### src/rtl/lcd_nibble_reader.sv
// rtl/lcd_nibble_reader.sv - HD44780-style 4-bit LCD read sequencer with optional busy-flag polling
module lcd_nibble_reader #(
  parameter int SETUP_CYCLES      = 2,
  parameter int E_HIGH_CYCLES     = 12,
  parameter int NIBBLE_GAP_CYCLES = 50,
  parameter int POLL_LIMIT        = 1000
) (
  input  logic       Clock,
  input  logic       Reset,
  input  logic       iRequest,
  input  logic       iRegisterSelect,
  input  logic       iPoll_Busy,
  input  logic [3:0] iLCD_Data,
  output logic       oLCD_Enabled,
  output logic       oLCD_RegisterSelect,
  output logic       oLCD_ReadWrite,
  output logic       oLCD_StrataFlashControl,
  output logic [7:0] oData,
  output logic       oDone,
  output logic       oBusy,
  output logic       oTimeout
);

  typedef enum logic [2:0] {
    sIdle, sSetup, sEh1, sGap1, sEh2, sGap2, sDone
  } state_t;

  localparam logic [15:0] SetupLen = 16'(SETUP_CYCLES);
  localparam logic [15:0] EHighLen = 16'(E_HIGH_CYCLES);
  localparam logic [15:0] GapLen   = 16'(NIBBLE_GAP_CYCLES);
  localparam logic [15:0] PollMax  = 16'(POLL_LIMIT);

  state_t      state, nextState;
  logic [15:0] phaseCount, pollCount, phaseLen;
  logic        phaseLast, rsLatched, pollLatched, accept, pollAgain;

  assign accept    = (state == sIdle) && iRequest;
  assign phaseLast = (phaseCount == phaseLen - 16'd1);
  // oData[7] holds the busy flag captured from the first nibble of this read
  assign pollAgain = pollLatched && oData[7];

  always_comb begin
    nextState = state;
    phaseLen  = 16'd1;
    case (state)
      sIdle:  if (iRequest) nextState = sSetup;
      sSetup: begin
        phaseLen = SetupLen;
        if (phaseLast) nextState = sEh1;
      end
      sEh1: begin
        phaseLen = EHighLen;
        if (phaseLast) nextState = sGap1;
      end
      sGap1: begin
        phaseLen = GapLen;
        if (phaseLast) nextState = sEh2;
      end
      sEh2: begin
        phaseLen = EHighLen;
        if (phaseLast) nextState = sGap2;
      end
      sGap2: begin
        phaseLen = GapLen;
        if (phaseLast) nextState = (pollAgain && pollCount < PollMax) ? sEh1 : sDone;
      end
      sDone:  nextState = sIdle;
      default: nextState = sIdle;
    endcase
  end

  always_ff @(posedge Clock or posedge Reset) begin
    if (Reset) begin
      state       <= sIdle;
      phaseCount  <= 16'd0;
      pollCount   <= 16'd0;
      rsLatched   <= 1'b0;
      pollLatched <= 1'b0;
      oData       <= 8'h00;
      oTimeout    <= 1'b0;
    end else begin
      state      <= nextState;
      phaseCount <= (nextState != state) ? 16'd0 : phaseCount + 16'd1;
      if (accept) begin
        rsLatched   <= iRegisterSelect && !iPoll_Busy;
        pollLatched <= iPoll_Busy;
        pollCount   <= 16'd0;
        oTimeout    <= 1'b0;
      end
      if (state == sEh1 && phaseLast) oData[7:4] <= iLCD_Data;
      if (state == sEh2 && phaseLast) oData[3:0] <= iLCD_Data;
      if (nextState == sGap2 && state != sGap2 && pollCount < PollMax)
        pollCount <= pollCount + 16'd1;
      if (state == sGap2 && phaseLast && pollAgain && pollCount == PollMax)
        oTimeout <= 1'b1;
    end
  end

  // Every pin is decoded from registered state, so E cannot glitch
  assign oLCD_Enabled            = (state == sEh1) || (state == sEh2);
  assign oLCD_ReadWrite          = (state != sIdle) && (state != sDone);
  assign oLCD_RegisterSelect     = oLCD_ReadWrite && rsLatched;
  assign oLCD_StrataFlashControl = 1'b1;
  assign oBusy                   = oLCD_ReadWrite;
  assign oDone                   = (state == sDone);

endmodule

### config.mk
export PLATFORM = sky130hd
export DESIGN_NAME = lcd_nibble_reader
export DESIGN_NICKNAME = d
export VERILOG_FILES = /design/src/rtl/lcd_nibble_reader.sv
export SDC_FILE = /design/constraint.sdc
export NUM_CORES = 1
export LEC_CHECK = 0
export BUFFER_PORTS_ARGS = -buffer_cell sky130_fd_sc_hd__buf_2
export CAP_MARGIN = 20
export CORE_UTILIZATION = 55
export CTS_CLUSTER_DIAMETER = 100
export DETAILED_ROUTE_END_ITERATION = 10
export PLACE_DENSITY = 0.75
export SYNTH_ARGS = -nofsm -noshare
export SYNTH_HDL_FRONTEND = slang
export SYNTH_SLANG_ARGS = --single-unit
### constraint.sdc
create_clock -name Clock -period 9.35 [get_ports Clock]
set_clock_uncertainty 0.2 [all_clocks]
set_input_delay 1.4025 -clock Clock [delete_from_list [all_inputs] [get_ports Clock]]
set_output_delay 1.4025 -clock Clock [all_outputs]
set_load 0.03 [all_outputs]
* After elaboration in Yosys (flattened, before gate mapping)
Cells that the tools add are included.
Word-level totals: latch bits 0, memory bits (writable) 0, word-level logic and storage cells 59, output and inout port bits 15, memories 0, bits of input ports 9, memory bits (read-only) 0, flip-flop bits (word level) 46
Operators by class: shifts and indexed selects 0, multipliers 0, bitwise logic cells 0, mux-type cells 14, equality and inequality tests 12, reductions and logical operators 21, magnitude comparators 1, add/subtract/negate cells 3, div/mod/pow operators 0
Operators with widths (count):
- $mux 16 | 3
- $add 16x1->16 const B | 2
- $mux 3 | 7
- $pmux 3 s6 | 1
- $pmux 6 s3 | 1
- $eq 16x10->1 const B | 1
- $eq 16x16->1 | 1
- $lt 16x10->1 const B | 1
- $sub 16x1->16 const B | 1
- $logic_and 1x1->1 | 13
- $eq 3x3->1 const B | 4
- $eq 3x2->1 const B | 2
- $ne 3x3->1 const B | 2
- $reduce_bool 2->1 | 2
- $reduce_or 2->1 | 2
- $eq 3x1->1 const B | 1
- $logic_not 3->1 | 1
- $ne 3x3->1 | 1
- $reduce_bool 3->1 | 1
- $mux 1 | 2
- $logic_not 1->1 | 1
- $logic_or 1x1->1 | 1

* Logic depth before layout (Yosys ltp)
word-level depth 11, depth in mapped cells 14, depth with buffers taken out 11

* Worst setup path after synthesis
Ideal clock, no wire load.
kind reg-to-reg, from reg state[0], to reg pollCount[2], arrival 3.134 ns, path buffers 2, setup time 0.124 ns, clock period less this slack 3.458 ns, required time 9.026 ns, slack 5.892 ns, stages on the path, launching flop included 14, path through dfrtp_1 -> buf_1 -> inv_2 -> and2_1 -> inv_1 -> ha_1 -> xor2_1 -> nand4_1 -> a311oi_4 -> nand4_1 -> a221o_1 -> buf_2 -> and2_4 -> a211o_1
On the way: word-level cells in the longest chain between the ends 11, elaborated cells on any way between the ends 25, those cells by class 1 x add/sub; 8 x eq/ne; 9 x mux; 7 x reduce/logical
Ends and longest elaborated chain:
- start: declaration | line 33 | state_t state, nextState;
- start signal: assignment | line 74 | state <= sIdle;
- start signal: assignment | line 82 | state <= nextState;
- $eq 3x3->1 / $eq 3x2->1 (equally long branches) | line 45 | case (state)
- $reduce_or 2->1 (no source line)
- $pmux 6 s3 | line 45
- $sub 16x1->16 | line 38 | assign phaseLast = (phaseCount == phaseLen - 16'd1);
- $eq 16x16->1 | line 38
- $mux 3 (on tied branches)
- $pmux 3 s6 | line 45
- $eq 3x3->1 | line 92 | if (nextState == sGap2 && state != sGap2 && pollCount < PollMax)
- $logic_and 1x1->1 (2 in a row) | line 92
- $mux 16 / $reduce_bool 2->1 (equally long branches)
- end signal: assignment | line 93 | pollCount <= pollCount + 16'd1;
- end: declaration | line 34 | logic [15:0] phaseCount, pollCount, phaseLen;
Parallel ways exist; a longest one is shown, timed or not. A chain may end at the register's enable or synchronous reset.

* Worst setup path after layout
from reg state[2], to reg pollCount[2]
Same word-level chain as after synthesis.

==> flow_summary.ini <==
[routing]
drc = 0
detail_route.first_pass.iterations = 4
drt_first_iter_violations = 97
num_vias = 1899
detail_route.wl_per_cell_um = 13.73
detail_route.wirelength_mm = 4.599
postRouteAntennaNets = 0
viasPerCell = 5.669

[sta]
period_minus_slack_ps = 3823
finalHoldViolCount = 0
min_period_over_period_pct = 40.89
rsz0062_at_grt = no
max_slew_margin_pct = 37.50
final.hold.worst_slack_ps = 281.5
setup_ws_ps = 5527
maxSlewViolCount = 0
tns_ps = 0
slew_at_the_pin_closest_to_its_max_slew_limit_ps = 936.2
maximum_clock_rate_ghz = 0.2616
setup_viol_count_final = 0

[synth]
syn_area_um2 = 2485
synth.largest_area_cell = sky130_fd_sc_hd__dfrtp_1
yosysWarnings = 0
synth_area_leaders = sky130_fd_sc_hd__dfrtp_1 (46%), sky130_fd_sc_hd__nand3_1 (4.6%), sky130_fd_sc_hd__xor2_1 (4.2%), sky130_fd_sc_hd__nor2_1 (3.9%), sky130_fd_sc_hd__mux2_1 (3.6%)
synth_nets = 277
dominantRegCellSynth = sky130_fd_sc_hd__dfrtp_1
synth-seq-cells = 46
ys_async_sr_fraction_pct = 100.0
synth_sequential_area_ratio_pct = 46.32
synth.distinct_cells = 47
syn_avg_cell_area_um2 = 9.412
synthCells = 264
edff_count_synth = 0
synthDominantCellAreaShare_pct = 46.32

[place]
place.detailed.instances = 327
dp_hpwl_mm = 3.252
numPortBuffers = 22
place_congestion = 0.8648
dpl_worst_slack_ps = 5570

[clocking]
post_cts_resize_count = 0
ctsHtreeMaxLevel = 2
insertion_delay_ps = 300
clock_sink_count = 46
post_cts.repair.setup_buffers = 0
path_clk_slew_ps = 90
library_cell_used_as_clock_root_buffer = sky130_fd_sc_hd__clkbuf_8
cts_tree = built
cts.path.max_buffers = 2
cts_buffers = 5
hold_buffers = 0

[setup_path]
timing_worst_setup_path_type = reg -> reg
worst_ep_required_time_ps = 9330
ff2ff_path_depth = 11
path_max_fanout = 19
critPathCaptureType = flop
cp-start-kind = flop
timing.critical_path.arrival_ps = 3800

[global_route]
grtUsageMet3_pct = 4.506
pin_count_of_the_biggest_net_entering_global_routing = 47
grt_pass1_wl_mm = 8.038
met2_usage_pct = 33.01
grt_antenna_before_repair = 0
grt_most_used_layer = met2
global_route.overflow_total = 0
grt_pass1_vias = 1753
globalRouteMet1Util_pct = 28.32
grt_use_total_pct = 20.38

[hold_path]
worst_hold_path.num_cells = 2
hp-class = reg -> reg

[pwr]
p_seq_share_pct = 41.0
switching_share_pct = 44.39
powerDensity_nw_per_um2 = 273.7
leakage_nw = 1.250
net-switching-power_mw = 0.3280
power_frac_clock_pct = 16.3
internal_power_mw = 0.4109
comb_power_share_pct = 42.8
peak_supply_drop_mv = 0.1567

[floorplan]
die_area_um2 = 4791
initial_standard_cell_utilization_of_the_core_pct = 57.07
die-height_um = 69.22
die-width_um = 69.22
design.core.area_um2 = 4354
number_of_placed_i_o_pins = 24
fp-row-count = 24

[finish]
synthToLayoutAreaGrowth_pct = 8.661
n_antenna_cell = 0
final_net_count = 295
non_filler_cells_final = 335
final_layout_size_suffix_gt1_share_pct = 15.19

[run_status]
result_of_the_run = completed

[run]
drv.max_cap_violation_count = 0
==> critical path, cell delays in order, from the launching register on <==
cell	delay, ps
sky130_fd_sc_hd__dfrtp_1	630
sky130_fd_sc_hd__xor2_1	290
sky130_fd_sc_hd__and2_1	190
sky130_fd_sc_hd__inv_1	50
sky130_fd_sc_hd__ha_1	280
sky130_fd_sc_hd__xor2_1	140
sky130_fd_sc_hd__nand4_1	180
sky130_fd_sc_hd__a311oi_4	440
sky130_fd_sc_hd__nand4_1	160
sky130_fd_sc_hd__a221o_1	590
sky130_fd_sc_hd__and2_4	270
sky130_fd_sc_hd__a211o_1	280
==> metrics by stage <==
stage / utilization (%) / power [mW] / cell area, um2
after CTS: 62.01 / 0.7426 / 2700
after floorplan: - / 0.5487 / 2485
after detailed placement: 59.94 / 0.6217 / 2610
final: 62.01 / 0.7390 / 2700
after global placement: 59.94 / 0.6160 / 2610
after global routing: 62.01 / 0.7921 / 2700
==> synthesized netlist by cell type, drive strengths merged (2+ instances only) <==
cell and count:
a211o 2, a211oi 4, a21boi 2, a21o 3, a21oi 7, a31o 4, and2 5, and3 13
buf 4, clkbuf 7, dfrtp 46, ha 4, inv 12, mux2 9, nand2 24, nand2b 3
nand3 23, nand3b 2, nand4 3, nor2 26, nor3 3, nor3b 2, nor4 3, nor4bb 2
o21ai 12, or2 6, or3 2, or4 2, xnor2 7, xor2 12
==> layout by cell type, fill, tap and decap left out, types with 2 or more instances in the layout <==
cell type	synthesis	routed
sky130_fd_sc_hd__ha_1	4	4
sky130_fd_sc_hd__inv_2	1	2
sky130_fd_sc_hd__nand2_1	24	24
sky130_fd_sc_hd__or3_1	2	2
sky130_fd_sc_hd__nand2b_1	3	3
sky130_fd_sc_hd__and3_1	13	13
sky130_fd_sc_hd__a31o_1	3	3
sky130_fd_sc_hd__xor2_1	12	12
sky130_fd_sc_hd__nand3b_1	2	2
sky130_fd_sc_hd__dfrtp_1	46	46
sky130_fd_sc_hd__nor4_1	3	3
sky130_fd_sc_hd__a211o_1	2	2
sky130_fd_sc_hd__a211oi_1	4	4
sky130_fd_sc_hd__clkbuf_8	0	5
sky130_fd_sc_hd__nand4_1	3	3
sky130_fd_sc_hd__o21ai_1	7	7
sky130_fd_sc_hd__or4_1	2	2
sky130_fd_sc_hd__buf_2	1	22
sky130_fd_sc_hd__a21boi_1	2	2
sky130_fd_sc_hd__nor3_1	3	3
sky130_fd_sc_hd__mux2_1	8	8
sky130_fd_sc_hd__nor2_1	26	26
sky130_fd_sc_hd__inv_1	11	10
sky130_fd_sc_hd__and2_1	4	4
sky130_fd_sc_hd__nand3_1	23	23
sky130_fd_sc_hd__nor3b_1	2	2
sky130_fd_sc_hd__or2_2	6	6
sky130_fd_sc_hd__o21ai_0	5	5
sky130_fd_sc_hd__a21o_1	3	3
sky130_fd_sc_hd__nor4bb_1	2	2
sky130_fd_sc_hd__xnor2_1	7	7
sky130_fd_sc_hd__a21oi_1	7	7
==> worst paths after layout <==
check	startpoint	to	slack, ps
hold / removal	oTimeout	oTimeout	280
max in group asynchronous	Reset	pollCount[7]	7250
min in group asynchronous	Reset	oData[0]	1100
hold reg to reg	oTimeout	oTimeout	280
setup / recovery	state[2]	pollCount[2]	5530
setup reg to reg	state[2]	pollCount[2]	5530
==> sequential cells by signal, indices dropped and copies added, names as in the netlist <==
name	count
phaseCount	16
pollCount	16
oData	8
state	3
oTimeout	1
pollLatched	1
rsLatched	1
==> power by group through the flow <==
stage | Clock, mW | Combinational (mW) | Sequential, mW
2_1_floorplan | 0 | 0.241 | 0.308
3_3_place_gp | 0 | 0.312 | 0.304
3_5_place_dp | 0 | 0.316 | 0.305
4_1_cts | 0.122 | 0.319 | 0.302
5_1_grt | 0.131 | 0.349 | 0.312
6_report | 0.120 | 0.316 | 0.303
==> area by class of cell <==
cell class | instances | area, um2
Clock buffer | 5 | 68.82
Clock inverter | 3 | 21.27
Fill cell | 379 | 1654
Inverter | 12 | 45.04
Multi-Input combinational cell | 195 | 1239
Sequential cell | 46 | 1151
Tap cell | 52 | 65.06
Timing Repair Buffer | 22 | 110.1
==> logic make-up (layout without fill, tap and decap cells) <==
| logic type | after synthesis | in the layout | synth area share (%) |
|---|---|---|---|
| AND/OR/NAND/NOR | 122 | 122 | 25.28 |
| flip-flops | 46 | 46 | 46.32 |
| AO/OA/AOI/OAI | 40 | 40 | 11.63 |
| buffers and inverters | 23 | 42 | 3.826 |
| XOR/XNOR | 19 | 19 | 6.697 |
| multiplexers | 9 | 9 | 4.079 |
| adder cells (fa/ha/maj) | 4 | 4 | 2.014 |
| other | 1 | 1 | 0.1509 |
==> routing by layer <==
layer,up-vias,wire (um)
li1,960,-
met1,905,2271
met2,28,2165
met3,6,121
met4,0,41
met5,-,0
No activity file was read; power rests on OpenSTA's default activity.
